[src/rtl/min_receive_fsm.sv]
// MIN frame receiver: hunts for the 0xAA x3 SOF, unstuffs, collects ID/LEN/payload/CRC-32
// in shadow registers and publishes them only when a frame ends with good CRC and EOF.
module min_receive_fsm #(
   parameter int unsigned N_DATA_BYTE = 4
) (
   input  logic                     i_clk,
   input  logic                     i_rst_n,
   input  logic                     i_en,
   input  logic                     i_valid,
   input  logic [7:0]               i_data,
   output logic                     o_valid,
   output logic [7:0]               o_id,
   output logic [7:0]               o_len,
   output logic [8*N_DATA_BYTE-1:0] o_data,
   output logic                     o_err,
   output logic                     o_busy
);

   localparam int unsigned DW = 8 * N_DATA_BYTE;

   typedef enum logic [2:0] {StHunt, StId, StLen, StPayload, StCrc, StEof} state_e;

   state_e        state_q;
   logic [1:0]    aa_cnt_q;
   logic [7:0]    byte_cnt_q;
   logic [31:0]   crc_q;
   logic [31:0]   crc_rx_q;
   logic [7:0]    id_sh_q;
   logic [7:0]    len_sh_q;
   logic [DW-1:0] data_sh_q;
   logic          valid_q;
   logic          err_q;
   logic [7:0]    id_q;
   logic [7:0]    len_q;
   logic [DW-1:0] data_q;

   logic          acc;
   logic          is_aa;
   logic          is_55;
   logic          start_frame;
   logic          len_bad;
   logic [31:0]   crc_d;

   function automatic logic [31:0] crc32_byte(input logic [31:0] crc, input logic [7:0] b);
      logic [31:0] c;
      c = crc ^ {24'h0, b};
      for (int i = 0; i < 8; i++) begin
         c = c[0] ? ((c >> 1) ^ 32'hEDB8_8320) : (c >> 1);
      end
      return c;
   endfunction

   assign acc         = i_valid & i_en;
   assign is_aa       = (i_data == 8'hAA);
   assign is_55       = (i_data == 8'h55);
   // A third consecutive 0xAA is always a SOF, whether hunting or mid-frame.
   assign start_frame = acc & is_aa & (aa_cnt_q == 2'd2);
   assign len_bad     = (i_data > 8'(N_DATA_BYTE));
   assign crc_d       = crc32_byte(crc_q, i_data);

   always_ff @(posedge i_clk or negedge i_rst_n) begin
      if (!i_rst_n) begin
         state_q    <= StHunt;
         aa_cnt_q   <= 2'd0;
         byte_cnt_q <= 8'd0;
         crc_q      <= 32'hFFFF_FFFF;
         crc_rx_q   <= 32'h0;
         id_sh_q    <= 8'h0;
         len_sh_q   <= 8'h0;
         data_sh_q  <= '0;
         valid_q    <= 1'b0;
         err_q      <= 1'b0;
         id_q       <= 8'h0;
         len_q      <= 8'h0;
         data_q     <= '0;
      end else begin
         valid_q <= 1'b0;
         err_q   <= 1'b0;
         if (start_frame) begin
            state_q    <= StId;
            aa_cnt_q   <= 2'd0;
            byte_cnt_q <= 8'd0;
            crc_q      <= 32'hFFFF_FFFF;
            crc_rx_q   <= 32'h0;
            id_sh_q    <= 8'h0;
            len_sh_q   <= 8'h0;
            data_sh_q  <= '0;
         end else if (acc && state_q == StHunt) begin
            aa_cnt_q <= is_aa ? aa_cnt_q + 2'd1 : 2'd0;
         end else if (acc && aa_cnt_q == 2'd2) begin
            // Stuff byte after two in-frame 0xAA; anything but 0x55 here is a framing error.
            aa_cnt_q <= 2'd0;
            if (!is_55) begin
               state_q <= StHunt;
               err_q   <= 1'b1;
            end
         end else if (acc) begin
            aa_cnt_q <= is_aa ? aa_cnt_q + 2'd1 : 2'd0;
            unique case (state_q)
               StId: begin
                  id_sh_q <= i_data;
                  crc_q   <= crc_d;
                  state_q <= StLen;
               end
               StLen: begin
                  if (len_bad) begin
                     err_q    <= 1'b1;
                     aa_cnt_q <= 2'd0;
                     state_q  <= StHunt;
                  end else begin
                     len_sh_q   <= i_data;
                     crc_q      <= crc_d;
                     byte_cnt_q <= 8'd0;
                     state_q    <= (i_data == 8'd0) ? StCrc : StPayload;
                  end
               end
               StPayload: begin
                  for (int k = 0; k < int'(N_DATA_BYTE); k++) begin
                     if (byte_cnt_q == 8'(k)) data_sh_q[DW-1-8*k -: 8] <= i_data;
                  end
                  crc_q <= crc_d;
                  if (byte_cnt_q + 8'd1 == len_sh_q) begin
                     byte_cnt_q <= 8'd0;
                     state_q    <= StCrc;
                  end else begin
                     byte_cnt_q <= byte_cnt_q + 8'd1;
                  end
               end
               StCrc: begin
                  crc_rx_q <= {crc_rx_q[23:0], i_data};
                  if (byte_cnt_q == 8'd3) begin
                     byte_cnt_q <= 8'd0;
                     state_q    <= StEof;
                  end else begin
                     byte_cnt_q <= byte_cnt_q + 8'd1;
                  end
               end
               StEof: begin
                  aa_cnt_q <= 2'd0;
                  state_q  <= StHunt;
                  if (is_55 && ((crc_q ^ 32'hFFFF_FFFF) == crc_rx_q)) begin
                     valid_q <= 1'b1;
                     id_q    <= id_sh_q;
                     len_q   <= len_sh_q;
                     data_q  <= data_sh_q;
                  end else begin
                     err_q <= 1'b1;
                  end
               end
               default: ;
            endcase
         end
      end
   end

   assign o_valid = valid_q;
   assign o_err   = err_q;
   assign o_id    = id_q;
   assign o_len   = len_q;
   assign o_data  = data_q;
   assign o_busy  = (state_q != StHunt);

endmodule
[config.mk]
export PLATFORM = sky130hd
export DESIGN_NAME = min_receive_fsm
export DESIGN_NICKNAME = d
export VERILOG_FILES = /design/src/rtl/min_receive_fsm.sv
export SDC_FILE = /design/constraint.sdc
export NUM_CORES = 1
export LEC_CHECK = 0
export CAP_MARGIN = 20
export CORE_MARGIN = 1
export CORE_UTILIZATION = 45
export CTS_CLUSTER_DIAMETER = 50
export CTS_CLUSTER_SIZE = 8
export DETAILED_ROUTE_END_ITERATION = 7
export HOLD_SLACK_MARGIN = 0.03
export PLACE_DENSITY = 0.64
export SYNTH_ARGS = -nofsm -noshare
export SYNTH_HDL_FRONTEND = slang
export SYNTH_SLANG_ARGS = --single-unit
[constraint.sdc]
create_clock -name i_clk -period 3.5 [get_ports i_clk]
set_clock_uncertainty 0.1 [all_clocks]
set_input_delay 0.7 -clock i_clk [delete_from_list [all_inputs] [get_ports i_clk]]
set_output_delay 0.7 -clock i_clk [all_outputs]
set_load 0.1 [all_outputs]
# After elaboration in Yosys (flattened, before gate mapping)
# Index checks and enable logic that the tools add are counted.
word_totals:
  ff_bits: 175
  latch_bits: 0
  mem_bits_rw: 0
  romBits: 0
  in_bits: 12
  output_inout_bits: 51
  word_cells: 166
  n_memories: 0
classes:
  addsub: 2
  n_mul: 0
  n_div: 0
  order_cmp: 1
  n_eq_ne: 20
  shifts: 0
  n_mux: 78
  bitwise: 16
  n_reduce_logical: 33
ops:
  columns: ["op", "count"]
  rows:
  - ["2-to-1 mux 32 bit", 23]
  - ["2-to-1 mux 8 bit", 22]
  - ["inverter 13 -> 14 bit", 8]
  - ["case mux 32 bit (2 select lines)", 1]
  - ["AND reduction 5 bit", 7]
  - ["equality test 32 bit", 1]
  - ["inverter 32 bit", 1]
  - ["bitwise XOR 32 x 8 -> 32 bit", 1]
  - ["2-to-1 mux 3 bit", 9]
  - ["case mux 8 bit (3 select lines)", 1]
  - ["nonzero test 2 bit", 9]
  - ["equality test 8 x 2 -> 1 bit (second input constant)", 2]
  - ["logical NOT 8 bit", 2]
  - ["case mux 3 bit (5 select lines)", 1]
  - ["2-to-1 mux 1 bit", 13]
  - ["2-to-1 mux 2 bit", 6]
  - ["AND reduction 6 bit", 2]
  - ["nonzero test 3 bit", 3]
  - ["adder 8 x 1 -> 8 bit (second input constant)", 1]
  - ["equality test 8 x 1 -> 1 bit (second input constant)", 1]
  - ["equality test 8 x 7 -> 1 bit (second input constant)", 1]
  - ["equality test 8 bit", 1]
  - ["equality test 8 bit (second input constant)", 1]
  - ["> comparator 8 x 3 -> 1 bit (second input constant)", 1]
  - ["18 further kinds", 32]

# Longest topological paths before layout
depth:
  ltp_word: 23
  ltp_mapped: 9
  mapped_depth_nobuf: 8

# Worst setup path before layout
# No wires, ideal clock.
synth_timing:
  path_type: "in2reg"
  start: "input port i_data[0]"
  end: "register data_sh_q[11]"
  setup_time_ps: 125
  t_arrival_ps: 2339
  required_time_ps: 3275
  path_slack_ps: 936
  stages: 9
  n_path_buf: 2
  cell_sequence: "clkbuf_1 -> nor2_1 -> and3_1 -> buf_2 -> nand2_1 -> o21ai_0 -> nand3_1 -> nor2_2 -> mux2_2"
synth_between:
  elab_chain_cells: 5
  elab_cells_between_ends: 10
  cone_classes: "eq/ne: 3; mux: 1; bitwise: 2; reduce/logical: 4"
synth_rtl:
  columns: ["item", "line_no", "source"]
  rows:
  - ["start, declared", "10", "input logic [7:0] i_data,"]
  - ["equality test 8 bit (*)", "54", "assign is_aa = (i_data == 8'hAA);"]
  - ["bitwise AND 1 bit (*) (2 in a row)", "57", "assign start_frame = acc & is_aa & (aa_cnt_q == 2'd2);"]
  - ["inequality test 2 bit (no line) or nonzero test 2 bit (tied branches)", null, null]
  - ["AND reduction 5 bit (no line)", null, null]
  - ["end signal, assigned by index", "119", "if (byte_cnt_q == 8'(k)) data_sh_q[DW-1-8*k -: 8] <= i_data;"]
  - ["end, declared", "30", "logic [DW-1:0] data_sh_q;"]
# Mark *: on every way between the ends. The rest lies on a longest branch, timed or not.
# A chain may end at the register's enable or synchronous reset.

# Worst setup path in the final report
layout_timing:
  start: "input port i_data[5]"
  end: "register len_sh_q[1]"
layout_between:
  elab_chain_cells: 5
  elab_cells_between_ends: 11
  cone_classes: "order compare: 1; eq/ne: 4; mux: 1; bitwise: 2; reduce/logical: 3"
layout_rtl:
  columns: ["item", "line_no", "source"]
  rows:
  - ["parallel branches: the longest is 5 deep, another holds > comparator 8 x 3 -> 1 bit", null, null]
  - ["end signal, assigned", "111", "len_sh_q <= i_data;"]
  - ["end, declared", "29", "logic [7:0] len_sh_q;"]
# Parallel ways; which one is timed is not known.

==> flow_metrics.env <==
export IMPL_dp_cells=1028
export IMPL_drcViolationCount=0
export IMPL_path_clk_slew_ps=70
export IMPL_synthArstFlopShare_pct=100
export IMPL_clock_path_buffers=2
export IMPL_yosys_warnings=0
export IMPL_r2r_start="state_q[2]$_DFFE_PN0P_"
export IMPL_p_comb_share_pct=8.7
export IMPL_outcome="finished clean"
export IMPL_die_y_um=139
export IMPL_finalCriticalPeriod_ps=2810
export IMPL_p_seq_share_pct=47.7
export IMPL_num_vias=5833
export IMPL_intPower_w=0.00322
export IMPL_tightestPinTransition_ps=651
export IMPL_hold_viol_final=0
export IMPL_fin_cells=1060
export IMPL_rsz0062_at_grt="false"
export IMPL_cp_end_kind="flip-flop"
export IMPL_syn_to_final_growth_pct=17.4
export IMPL_min_path_type="in -> async"
export IMPL_path_class="in -> reg"
export IMPL_max_freq_mhz=356
export IMPL_cts_buffers=17
export IMPL_cts_tree="built"
export IMPL_dpl_hpwl_mm=13.9
export IMPL_clkPwrFrac_pct=43.5
export IMPL_timing_final_crit_share_pct=80.2
export IMPL_setup_viol=0
export IMPL_synth_edff_count=0
export IMPL_finalPower_w=0.00441
export IMPL_diodes=0
export IMPL_grt_util_all_layers_pct=22.1
export IMPL_drive_gt1_share_pct=31.5
export IMPL_maxCapViolCount=0
export IMPL_maxSlewViolCount=0
export IMPL_core_area_um2=18300
export IMPL_ir_drop_mv=0.363
export IMPL_p_per_area_nw_per_um2=442
export IMPL_tns_ps=0
export IMPL_die_w_um=139
export IMPL_cts_hold_repair_buffers=0
export IMPL_wl_per_cell_um=18.9
export IMPL_clk_latency_ps=440
export IMPL_maxSlewHeadroom_pct=56.4
export IMPL_clock_sinks=175
export IMPL_synthCells=748
export IMPL_detail_route_antenna_nets=0
export IMPL_power_leakage_nw=4.72
export IMPL_die_area_um2=19500
export IMPL_grt_start_max_net_pins=65
export IMPL_place_gp_congestion=0.857
export IMPL_yosys_register_bits=175
export IMPL_syn_area_um2=8500
export IMPL_worstPathRequired_ps=3720
export IMPL_io_pin_count=63
export IMPL_gr_total_overflow=0
export IMPL_met3_length_um=906
export IMPL_cts_resized_gates=0
export IMPL_grt_pass1_vias=6112
export IMPL_routed_wl_mm=20.1
export IMPL_h_tree_depth=4
export IMPL_drt_first_pass_iters=4
export IMPL_final_common_cell="dfrtp_1"
export IMPL_start_kind="input port"
export IMPL_grt_antenna_before_repair=0
export IMPL_synth_avg_cell_area_um2=11.4
export IMPL_p_sw_share_pct=27.0
export IMPL_cts_setup_buffers=0
export IMPL_ys_types=60
export IMPL_ys_flop_type="dfrtp_1"
export IMPL_yosysSeqAreaShare_pct=52.0
export IMPL_drtIter0Drc=487
export IMPL_layout_nets=836
export IMPL_power_switching_w=0.00119
export IMPL_vias_per_cell=5.50
export IMPL_cts_root_buf="clkbuf_16"
export IMPL_top_layer_used="met4"
export IMPL_crit_fanout=7
export IMPL_start_util_pct=46.5
export IMPL_grt_pass1_wl_mm=33.2
export IMPL_critPathLaunch="i_data[5]"
export IMPL_layout_common_cells="143 x dfrtp_1, 93 x mux2_2, 79 x buf_4"
export IMPL_route_met2_wl_mm=9.14
export IMPL_drt_met1_wl_mm=9.79
export IMPL_critical_path_arrival_ps=3020
export IMPL_io_buffers=62
export IMPL_synth_nets=766
export IMPL_row_count=49
-- final cells by class --
type / instances / area, um^2
multi-input cells: 521 / 3870
clock buffers: 17 / 425
repair buffers: 93 / 764
flip-flops and latches: 175 / 4420
inverters: 10 / 37.5
clock inverters: 15 / 180
fillers: 1549 / 8280
well taps: 229 / 287
-- worst paths after layout --
kind	to	slack, ps	cells past startpoint
min reg2reg	aa_cnt_q[0]$_DFFE_PN0P_	380	1
max reg2reg	byte_cnt_q[2]$_DFFE_PN0P_	790	7
min in group i_clk	aa_cnt_q[0]$_DFFE_PN0P_	380	1
min	crc_rx_q[25]$_DFFE_PN0P_	110	1
max	len_sh_q[1]$_DFFE_PN0P_	690	7
max in group asynchronous	crc_q[5]$_DFFE_PN1P_	2320	2
-- power by group through the flow --
stage	clock, W	combinational [W]	sequential [W]
after global routing	0.00205	0.000422	0.00211
after global placement	0	0.000380	0.00214
after floorplan	0	0.000247	0.00213
final	0.00192	0.000385	0.00211
after CTS	0.00196	0.000388	0.00211
after detailed placement	0	0.000386	0.00214
-- metal layers --
layer	track usage (%)	vias to the layer above
met5	0	-
met4	5.67	0
met3	4.71	20
met2	34.1	121
met1	31.7	2978
li1	-	2714
-- sequential cells by signal, indices dropped and copies added (netlist names), 8 cells and up --
name        flops
crc_q          32
crc_rx_q       32
data_sh_q      32
o_data         32
byte_cnt_q      8
id_sh_q         8
len_sh_q        8
o_id            8
o_len           8
-- critical path: stages --
cell and delay, ps:
clkdlybuf4s50_1 560, nor3_1 290, nand3_1 120, or2_2 310, o21ai_0 360, nand3_1 330, mux2_2 360
-- kinds of logic after synthesis --
| family | Yosys count | synth area share, % |
|---|---|---|
| adder cells (fa/ha/maj) | 6 | 0.883 |
| XOR/XNOR | 114 | 12.9 |
| buffers and inverters | 52 | 2.62 |
| flip-flops | 175 | 52.0 |
| multiplexers | 97 | 12.8 |
| AO/OA/AOI/OAI | 75 | 5.36 |
| AND/OR/NAND/NOR | 229 | 13.5 |
-- synthesized netlist by cell type, types with 3 or more instances --
| master | n | share of area (%) |
|---|---|---|
| a21oi_1 | 39 | 2.3 |
| a31oi_1 | 3 | 0.22 |
| and2_1 | 9 | 0.66 |
| and3_1 | 3 | 0.22 |
| buf_2 | 10 | 0.59 |
| clkbuf_1 | 28 | 1.2 |
| dfrtp_1 | 143 | 42 |
| dfstp_2 | 32 | 9.9 |
| ha_1 | 6 | 0.88 |
| inv_1 | 10 | 0.44 |
| mux2_2 | 93 | 12 |
| nand2_1 | 75 | 3.3 |
| nand3_1 | 43 | 2.5 |
| nand4_1 | 9 | 0.66 |
| nor2_1 | 18 | 0.79 |
| nor2_2 | 4 | 0.29 |
| nor3_1 | 36 | 2.1 |
| nor4_1 | 6 | 0.44 |
| o21ai_0 | 12 | 0.71 |
| or3_1 | 4 | 0.29 |
| or4_1 | 8 | 0.71 |
| xnor2_1 | 70 | 7.2 |
| xnor2_2 | 4 | 0.77 |
| xor2_1 | 35 | 3.6 |
-- per-stage QoR --
step | instance area [um^2] | setup slack, ps | utilization [%] | hold WS (ps)
2_1_floorplan | 8500 | 936 | - | 304
3_3_place_gp | 9380 | 294 | 51.3 | 366
3_5_place_dp | 9380 | 286 | 51.3 | 382
4_1_cts | 9990 | 737 | 54.7 | 134
5_1_grt | 9990 | 570 | 54.7 | 144
6_report | 9990 | 693 | 54.7 | 112
Note: power is estimated with default switching activity, not from simulation.
